File: src/rtl/synth_pkg.sv
// Shared types and default sizing for the keypad-to-synth control plane.
// Contents: wave_t waveform selector, ctrl_state_t envelope gate states,
// default key/octave/release constants used as parameter defaults.
package synth_pkg;

    localparam int unsigned NUM_KEYS_C       = 13;
    localparam int unsigned NUM_OCT_C        = 8;
    localparam int unsigned RELEASE_CYCLES_C = 1024;
    localparam int unsigned DEFAULT_OCT_C    = 4;

    typedef enum logic [1:0] {
        SQUARE = 2'd0,
        SAW    = 2'd1,
        TRI    = 2'd2,
        SINE   = 2'd3
    } wave_t;

    typedef enum logic [1:0] {
        IDLE    = 2'd0,
        PLAY    = 2'd1,
        RELEASE = 2'd2
    } ctrl_state_t;

endpackage

File: src/rtl/note_arbiter.sv
// Reduces the pressed-key vector to one active note, last-pressed wins.
// Ports:
//   clk, n_rst     : clock, asynchronous active-low reset
//   keys_i         : synchronized key levels, 1 = pressed
//   note_o         : registered active note index
//   note_valid_o   : registered "any key held"
module note_arbiter #(
    parameter int unsigned NUM_KEYS = 13,
    parameter int unsigned NOTE_W   = $clog2(NUM_KEYS)
) (
    input  logic                clk,
    input  logic                n_rst,
    input  logic [NUM_KEYS-1:0] keys_i,
    output logic [NOTE_W-1:0]   note_o,
    output logic                note_valid_o
);

    logic [NUM_KEYS-1:0] keys_q;
    logic [NUM_KEYS-1:0] new_press;
    logic [NOTE_W-1:0]   note_q, note_d;
    logic                valid_q;

    // Priority: newest press (highest index on a tie), then hold, then lowest held key.
    always_comb begin
        new_press = keys_i & ~keys_q;
        note_d    = note_q;
        if (|new_press) begin
            for (int i = 0; i < int'(NUM_KEYS); i++) begin
                if (new_press[i]) note_d = NOTE_W'(i);
            end
        end else if (keys_i[note_q]) begin
            note_d = note_q;
        end else if (|keys_i) begin
            for (int i = int'(NUM_KEYS) - 1; i >= 0; i--) begin
                if (keys_i[i]) note_d = NOTE_W'(i);
            end
        end
    end

    always_ff @(posedge clk or negedge n_rst) begin
        if (!n_rst) begin
            keys_q  <= '0;
            note_q  <= '0;
            valid_q <= 1'b0;
        end else begin
            keys_q  <= keys_i;
            note_q  <= note_d;
            valid_q <= |keys_i;
        end
    end

    assign note_o       = note_q;
    assign note_valid_o = valid_q;

endmodule

File: src/rtl/synth_ctrl.sv
// Control plane between keypad encoder and oscillator/envelope datapath:
// octave and waveform registers, last-note key arbitration, envelope gate FSM.
// Optional build macro SYNTH_CTRL_OCT_SATURATE_EN: octave saturates at the
// ends, and octave_pulse together with mode_pulse steps the octave down
// (wave_mode held that cycle). Without it the octave wraps and the two
// pulses act independently.
// Ports:
//   clk, n_rst               : clock, asynchronous active-low reset
//   octave_pulse, mode_pulse : single-cycle advance pulses
//   keys                     : synchronized key levels, 1 = pressed
//   octave, wave_mode        : current octave index / waveform selection
//   note, note_valid         : active note and "key held" flag
//   gate, releasing          : envelope gate (PLAY) / release phase (RELEASE)
module synth_ctrl
    import synth_pkg::*;
#(
    parameter int unsigned NUM_KEYS       = NUM_KEYS_C,
    parameter int unsigned NUM_OCT        = NUM_OCT_C,
    parameter int unsigned RELEASE_CYCLES = RELEASE_CYCLES_C,
    parameter int unsigned DEFAULT_OCT    = DEFAULT_OCT_C,
    parameter int unsigned OCT_W          = $clog2(NUM_OCT),
    parameter int unsigned NOTE_W         = $clog2(NUM_KEYS)
) (
    input  logic                clk,
    input  logic                n_rst,
    input  logic                octave_pulse,
    input  logic                mode_pulse,
    input  logic [NUM_KEYS-1:0] keys,
    output logic [OCT_W-1:0]    octave,
    output logic [1:0]          wave_mode,
    output logic [NOTE_W-1:0]   note,
    output logic                note_valid,
    output logic                gate,
    output logic                releasing
);

    localparam int unsigned CNT_W = (RELEASE_CYCLES > 1) ? $clog2(RELEASE_CYCLES) : 1;
    localparam logic [OCT_W-1:0] OCT_MAX  = OCT_W'(NUM_OCT - 1);
    localparam logic [OCT_W-1:0] OCT_RST  = OCT_W'(DEFAULT_OCT);
    localparam logic [CNT_W-1:0] CNT_LOAD = CNT_W'(RELEASE_CYCLES - 1);

    logic [OCT_W-1:0] oct_q, oct_d;
    wave_t            mode_q, mode_d;
    ctrl_state_t      state_q, state_d;
    logic [CNT_W-1:0] cnt_q, cnt_d;
    logic             gate_q, rel_q;
    logic             any_key;

    assign any_key = |keys;

    // Octave / waveform stepping.
    always_comb begin
        oct_d  = oct_q;
        mode_d = mode_q;
`ifdef SYNTH_CTRL_OCT_SATURATE_EN
        if (octave_pulse && mode_pulse) begin
            if (oct_q != '0) oct_d = oct_q - OCT_W'(1);
        end else if (octave_pulse) begin
            if (oct_q != OCT_MAX) oct_d = oct_q + OCT_W'(1);
        end else if (mode_pulse) begin
            mode_d = wave_t'(mode_q + 2'd1);
        end
`else
        if (octave_pulse) oct_d = (oct_q == OCT_MAX) ? '0 : oct_q + OCT_W'(1);
        if (mode_pulse)   mode_d = wave_t'(mode_q + 2'd1);
`endif
    end

    // Envelope gate sequencing; a press during release abandons the countdown.
    always_comb begin
        state_d = state_q;
        cnt_d   = cnt_q;
        case (state_q)
            IDLE: begin
                if (any_key) state_d = PLAY;
            end
            PLAY: begin
                if (!any_key) begin
                    state_d = RELEASE;
                    cnt_d   = CNT_LOAD;
                end
            end
            RELEASE: begin
                if (any_key) begin
                    state_d = PLAY;
                    cnt_d   = '0;
                end else if (cnt_q == '0) begin
                    state_d = IDLE;
                end else begin
                    cnt_d = cnt_q - CNT_W'(1);
                end
            end
            default: begin
                state_d = IDLE;
                cnt_d   = '0;
            end
        endcase
    end

    always_ff @(posedge clk or negedge n_rst) begin
        if (!n_rst) begin
            oct_q   <= OCT_RST;
            mode_q  <= SQUARE;
            state_q <= IDLE;
            cnt_q   <= '0;
            gate_q  <= 1'b0;
            rel_q   <= 1'b0;
        end else begin
            oct_q   <= oct_d;
            mode_q  <= mode_d;
            state_q <= state_d;
            cnt_q   <= cnt_d;
            gate_q  <= (state_d == PLAY);
            rel_q   <= (state_d == RELEASE);
        end
    end

    note_arbiter #(
        .NUM_KEYS (NUM_KEYS),
        .NOTE_W   (NOTE_W)
    ) u_note_arbiter (
        .clk          (clk),
        .n_rst        (n_rst),
        .keys_i       (keys),
        .note_o       (note),
        .note_valid_o (note_valid)
    );

    assign octave    = oct_q;
    assign wave_mode = mode_q;
    assign gate      = gate_q;
    assign releasing = rel_q;

endmodule

File: config.mk
export PLATFORM = sky130hd
export DESIGN_NAME = synth_ctrl
export DESIGN_NICKNAME = d
export VERILOG_FILES = /design/src/rtl/synth_pkg.sv /design/src/rtl/note_arbiter.sv /design/src/rtl/synth_ctrl.sv
export SDC_FILE = /design/constraint.sdc
export NUM_CORES = 1
export LEC_CHECK = 0
export CORE_MARGIN = 2
export CORE_UTILIZATION = 51
export CTS_BUF_LIST = sky130_fd_sc_hd__clkbuf_4 sky130_fd_sc_hd__clkbuf_8
export DETAILED_ROUTE_END_ITERATION = 6
export PLACE_DENSITY = 0.74
export SLEW_MARGIN = 40
export SYNTH_ARGS = -nofsm -noshare
export SYNTH_HDL_FRONTEND = slang
export SYNTH_SLANG_ARGS = --single-unit
File: constraint.sdc
create_clock -name clk -period 3.1 [get_ports clk]
set_clock_uncertainty 0.15 [all_clocks]
set_input_delay 0.465 -clock clk [delete_from_list [all_inputs] [get_ports clk]]
set_output_delay 0.465 -clock clk [all_outputs]
set_load 0.01 [all_outputs]
# [Word-level counts from Yosys, hierarchy flattened]
# Cells that the tools add are included.
[word_totals] wordCells=74 register_bits=37 out_inout_bits=12 in_bits=17
[op_classes] mux=41 n_lt_le_gt_ge=1 n_reduce_logical=8 bitwise_logic=3 eq_ne=9 addsub=3
[ops] operator="4-bit two-way mux" count=29
[ops] operator="10-bit two-way mux" count=3
[ops] operator="10-bit one-hot mux with 3 select lines" count=1
[ops] operator="13-bit OR reduction" count=2
[ops] operator="14-bit by 1-bit inequality test with 1-bit output (second input constant)" count=1
[ops] operator="14-bit nonzero test" count=1
[ops] operator="13-bit AND" count=1
[ops] operator="13-bit NOT" count=1
[ops] operator="10-bit zero test" count=1
[ops] operator="10-bit by 1-bit subtractor with 10-bit output (second input constant)" count=1
[ops] operator="2-bit two-way mux" count=4
[ops] operator="2-bit one-hot mux with 3 select lines" count=1
[ops] operator="4-bit by 5-bit less-than comparator with 1-bit output (second input constant)" count=1
[ops] operator="1-bit binary-select mux with 4-bit select" count=1
[ops] operator="2-bit by 1-bit == test with 1-bit output (second input constant)" count=2
[ops] operator="2-bit == test (second input constant)" count=2
[ops] operator="4-bit AND reduction" count=1
[ops] operator="3-bit by 1-bit adder with 3-bit output (second input constant)" count=1
[ops] operator="3-bit == test (second input constant)" count=1
[ops] operator="3-bit two-way mux" count=1
[ops] operator="3-bit inequality test (second input constant)" count=1
[ops] operator="3-bit AND reduction" count=1
[ops] operator="2-bit by 1-bit adder with 2-bit output (second input constant)" count=1
[ops] operator="2-bit zero test" count=1
[ops] operator="other kinds (5)" count=5

# [Depth between registers and ports, before layout]
# Gate-level depths: netlist of the first run.
[depth] word_depth=16 depth_mapped=9 mapped_depth_nobuf=8

# [By module]
# A second synthesis of the first run with hierarchy kept.
[hier_totals] cells_unflattened=201 area_unflattened_um2=2212.1
[modules_own_cells] module="synth_ctrl" seq_area_each_um2=476.7 area_per_inst_um2=1189.9 cells_each=112 n_inst=1
[modules_own_cells] module="note_arbiter" seq_area_each_um2=450.4 area_per_inst_um2=1022.2 cells_each=89 n_inst=1

# [Worst setup path before layout of the first run]
# OpenSTA, ideal clock, no wires.
[synth_path] path_kind="register -> register" from="register u_note_arbiter.note_q[0] (netlist: u_note_arbiter.note_o[0])" to="register u_note_arbiter.note_q[0] (netlist: u_note_arbiter.note_o[0])" arrival_ns=2.007 synth_period_minus_slack_ns=2.282 setup_slack_ns=0.818 stages_incl_launch_ff=6 path_buffers=0 setup_ns=0.125 cell_sequence="dfrtp_1 -> mux4_2 -> nor2b_1 -> a2111oi_0 -> a311o_2 -> mux2_2"
[synth_via] elab_chain_cells=4
[synth_rtl] element="start: declaration" line_no="note_arbiter.sv:20" rtl="logic [NOTE_W-1:0] note_q, note_d;"
[synth_rtl] element="start signal: assignment" line_no="note_arbiter.sv:47" rtl="note_q <= note_d;"
[synth_rtl] element="1-bit binary-select mux with 4-bit select" line_no="note_arbiter.sv:31" rtl="end else if (keys_i[note_q]) begin"
[synth_rtl] element="1-bit two-way mux (not written as such)" line_no="note_arbiter.sv:31"
[synth_rtl] element="2-bit by 1-bit inequality test with 1-bit output (no source line)"
[synth_rtl] element="4-bit AND reduction (no source line)"
# Every way passes these cells. The select of a mux whose other input is x is not followed.
# A chain may end at the register's enable or synchronous reset.

# [Final worst setup path of the first run]
[layout_path] from="input keys[4]" to="register cnt_q[3]"
[layout_via] elab_chain_cells=3
[layout_rtl] element="start: declaration" line_no="synth_ctrl.sv:28" rtl="input logic [NUM_KEYS-1:0] keys,"
[layout_rtl] element="13-bit OR reduction (*)" line_no="synth_ctrl.sv:49" rtl="assign any_key = |keys;"
[layout_rtl] element="named net any_key" line_no="synth_ctrl.sv:47" rtl="logic any_key;"
[layout_rtl] element="3-bit inequality test (no source line), or another cell as far along"
[layout_rtl] element="3-bit AND reduction (no source line) / 10-bit one-hot mux with 3 select lines (equally long branches)"
[layout_rtl] element="end signal: assignment" line_no="synth_ctrl.sv:112" rtl="cnt_q <= cnt_d;"
[layout_rtl] element="end: declaration" line_no="synth_ctrl.sv:45" rtl="logic [CNT_W-1:0] cnt_q, cnt_d;"
# Mark *: on every way through the listed nets, which the timed path passes. The rest lies on a longest branch.

==> flow_summary.yaml, run 1 <==
floorplan:
  die_y_um: 68.4
  core_area_um2: 4000
  row_count: 23
  start_util_pct: 52.9
  die_w_um: 68.4
  pin_count: 29
  dieArea_um2: 4680
sta:
  finalMaxSlewViolations: 0
  whs_ns: -0.0239
  fmax_mhz: 373
  setup_viol: 0
  fin_tns_setup_ns: 0
  worst_pin_slew_ns: 0.511
  final.setup.worst_slack_ns: 0.419
  grt_setup_unrepaired: "no"
  relSlewSlack_pct: 65.5
  post-route-min-period_ns: 2.68
  timing_hold_violations_final: 36
  finalCritPeriodShare_pct: 86.5
cts:
  cts_tree: "built"
  postCtsResizedCells: 0
  cts_made_buffers: 5
  clockBufferDepth: 2
  clk_latency_ns: 0.29
  clk_pin_slew_ns: 0.08
  cts_num_sinks: 37
  cts-hold-fix-buffers: 0
  cts_setup_buffers: 0
  root_buffer: "clkbuf_8"
  h-tree-depth: 2
routing:
  vias: 1675
  wl_per_cell_um: 15.1
  drc_errors: 0
  firstDrtPassIters: 4
  drt_first_iter_violations: 106
  totalWireLength_um: 4430
  via_per_inst: 5.70
  ant_nets: 0
place:
  dpl_cell_area_um2: 2470
  dp.cells: 286
  dp_hpwl_um: 3210
  place.port_buffers: 28
  place_ws_ns: 0.106
  place.gp.congestion: 0.830
global_route:
  grt_start_max_net_pins: 38
  grt_pass1_wl_um: 7550
  overflow: 0
  grt_pass1_vias: 1568
  antenna_found_initial: 0
  track_usage_pct: 22.1
run:
  maxCapViolations: 0
logic_synthesis:
  avgSynthCellArea_um2: 10.3
  synth_nets: 231
  yosysWarningCount: 0
  syn_area_um2: 2120
  synthTopCellsByArea: "dfrtp_1 (43%), ha_1 (4.7%), nor2b_1 (4.1%), mux2_2 (3.2%), o21ai_0 (2.6%)"
  async_flop_share_pct: 100
  ys.flop_type: "dfrtp_1"
  synth_top_area_cell: "dfrtp_1"
  synth_cell_types: 55
  syn_inst: 206
  yosys_register_bits: 37
  ys_seq_area_share_pct: 43.8
  synth_edf_count: 0
  synth_top_area_share_pct: 42.6
cells_and_area:
  drive_above_1_share_pct: 14.8
  n_antenna_cell: 0
  stdcell_count: 294
  nets: 268
  fin_area_um2: 2600
  area_growth_pct: 22.6
critical_path:
  slowest_stage: "a221o_2"
  worst_setup_path_start_kind: "input pin"
  cp.arrival_ns: 2.75
  crit_fanout: 17
  cp_cell_sequence: "clkdlybuf4s50_1 > nor4_4 > and4_4 > inv_4 > a221o_2 > or2_4 > o21ai_1"
  path_class: "in -> reg"
  cpPeakStageDelay_ns: 0.52
  crit_required_ns: 3.17
  worstPathBufferInverterCount: 2
  crit_family: "simple AND/OR/NAND/NOR gates"
  end_kind: "flip-flop"
power_and_ir_drop:
  swShare_pct: 34.8
  p_int_uw: 1220
  clkPwrFrac_pct: 23.4
  irDropWorstVdd_v: 0.000471
  power.total_uw: 1870
  p_leak_uw: 0.00107
  seqPwrFrac_pct: 38.4
  p_comb_share_pct: 38.3
  powerDensity_nw_per_um2: 720
  switchingPower_uw: 650
run_status:
  status: "finished with violations"
  failed_checks: "negative hold slack"
worst_hold_path:
  hold_path_class: "in -> async"
==> registers in the layout, indices dropped and copies added, names as in the netlist <==
| signal | cells |
|---|---|
| wave_mode | 2 |
| u_note_arbiter.note_valid_o | 1 |
| u_note_arbiter.note_o | 4 |
| releasing | 1 |
| gate | 1 |
| state_q | 2 |
| cnt_q | 10 |
| octave | 3 |
| u_note_arbiter.keys_q | 13 |
==> layer usage <==
layer,global-route usage [%],share of wire [%]
met1,33.2,51
met2,30.5,43
met3,5.76,5.1
met4,7.50,1.2
met5,0,0
==> synthesized netlist by cell type, types with 3 or more instances <==
| cell type | count |
|---|---|
| ha_1 | 8 |
| o21ai_0 | 11 |
| nand2_1 | 12 |
| a22o_1 | 4 |
| a21oi_1 | 10 |
| inv_1 | 14 |
| nand3_1 | 3 |
| mux2_2 | 6 |
| nand2b_1 | 8 |
| dfrtp_1 | 36 |
| a31oi_1 | 7 |
| o21ai_1 | 7 |
| nor2_1 | 13 |
| nor2b_1 | 14 |
==> worst paths after layout <==
check,startpoint,end,slack [ns],depth (start not counted)
setup / recovery,keys[4],cnt_q[3],0.42,7
hold / removal,n_rst,u_note_arbiter.keys_q[6],-0.02,1
setup reg to reg,u_note_arbiter.note_o[0],u_note_arbiter.note_o[1],0.66,5
hold reg to reg,wave_mode[1],wave_mode[1],0.34,1
max in group asynchronous,n_rst,octave[2],2.48,1
min in group clk,wave_mode[1],wave_mode[1],0.34,1
==> final cells by class <==
cell class / count / area, µm²
repair buffers: 33 / 315
fillers: 325 / 1400
well taps: 50 / 62.6
clock buffers: 6 / 82.6
clock inverters: 2 / 37.5
flip-flops and latches: 37 / 927
inverters: 15 / 58.8
multi-input cells: 151 / 1110
==> cell usage in the layout, fill, tap and decap left out, types with 6 or more instances in the layout <==
master	count
a21oi_1	10
a31oi_1	7
buf_4	6
clkbuf_8	6
clkdlybuf4s50_1	27
dfrtp_1	36
ha_1	8
inv_1	14
mux2_2	6
nand2_1	12
nand2b_1	8
nor2_1	13
nor2b_1	14
o21ai_0	11
o21ai_1	7
==> power by group through the flow <==
stage          clock network (µW)  logic, µW  registers (µW)
2_1_floorplan                   0        468             722
3_3_place_gp                    0        697             722
3_5_place_dp                    0        714             723
4_1_cts                       447        716             715
5_1_grt                       475        805             738
6_report                      437        715             717
==> kinds of logic (layout without fill, tap and decap cells) <==
logic type | Yosys count | count (layout) | synth area share, %
compound gates | 61 | 61 | 19.5
xor+xnor | 2 | 2 | 0.828
fa+ha+maj | 8 | 8 | 4.73
buf+inv | 18 | 56 | 3.66
flops | 37 | 37 | 43.8
mux | 9 | 9 | 6.56
simple gates | 71 | 71 | 20.9
==> through the flow <==
step	hold slack [ns]	util, %
2_1_floorplan	0.0194	-
3_3_place_gp	0.317	61.8
3_5_place_dp	0.318	61.8
4_1_cts	0.141	64.8
5_1_grt	0.00215	64.9
6_report	-0.0239	64.9
No activity file was read; power rests on OpenSTA's default activity.
==> run 2: changes to the inputs <==
--- a/config.mk
+++ b/config.mk
@@ -5,6 +5,7 @@
 export SDC_FILE = /design/constraint.sdc
 export NUM_CORES = 1
 export LEC_CHECK = 0
+export CAP_MARGIN = 10
 export CORE_MARGIN = 2
 export CORE_UTILIZATION = 51
 export CTS_BUF_LIST = sky130_fd_sc_hd__clkbuf_4 sky130_fd_sc_hd__clkbuf_8
==> results of run 2 <==
Final layout, timing and power as in run 1 (identical DEF).
==> run 3: changes to the inputs <==
--- a/config.mk
+++ b/config.mk
@@ -5,7 +5,7 @@
 export SDC_FILE = /design/constraint.sdc
 export NUM_CORES = 1
 export LEC_CHECK = 0
-export CAP_MARGIN = 10
+export CAP_MARGIN = 25
 export CORE_MARGIN = 2
 export CORE_UTILIZATION = 51
 export CTS_BUF_LIST = sky130_fd_sc_hd__clkbuf_4 sky130_fd_sc_hd__clkbuf_8
==> results of run 3 <==
Final layout, timing and power as in run 1 (identical DEF).
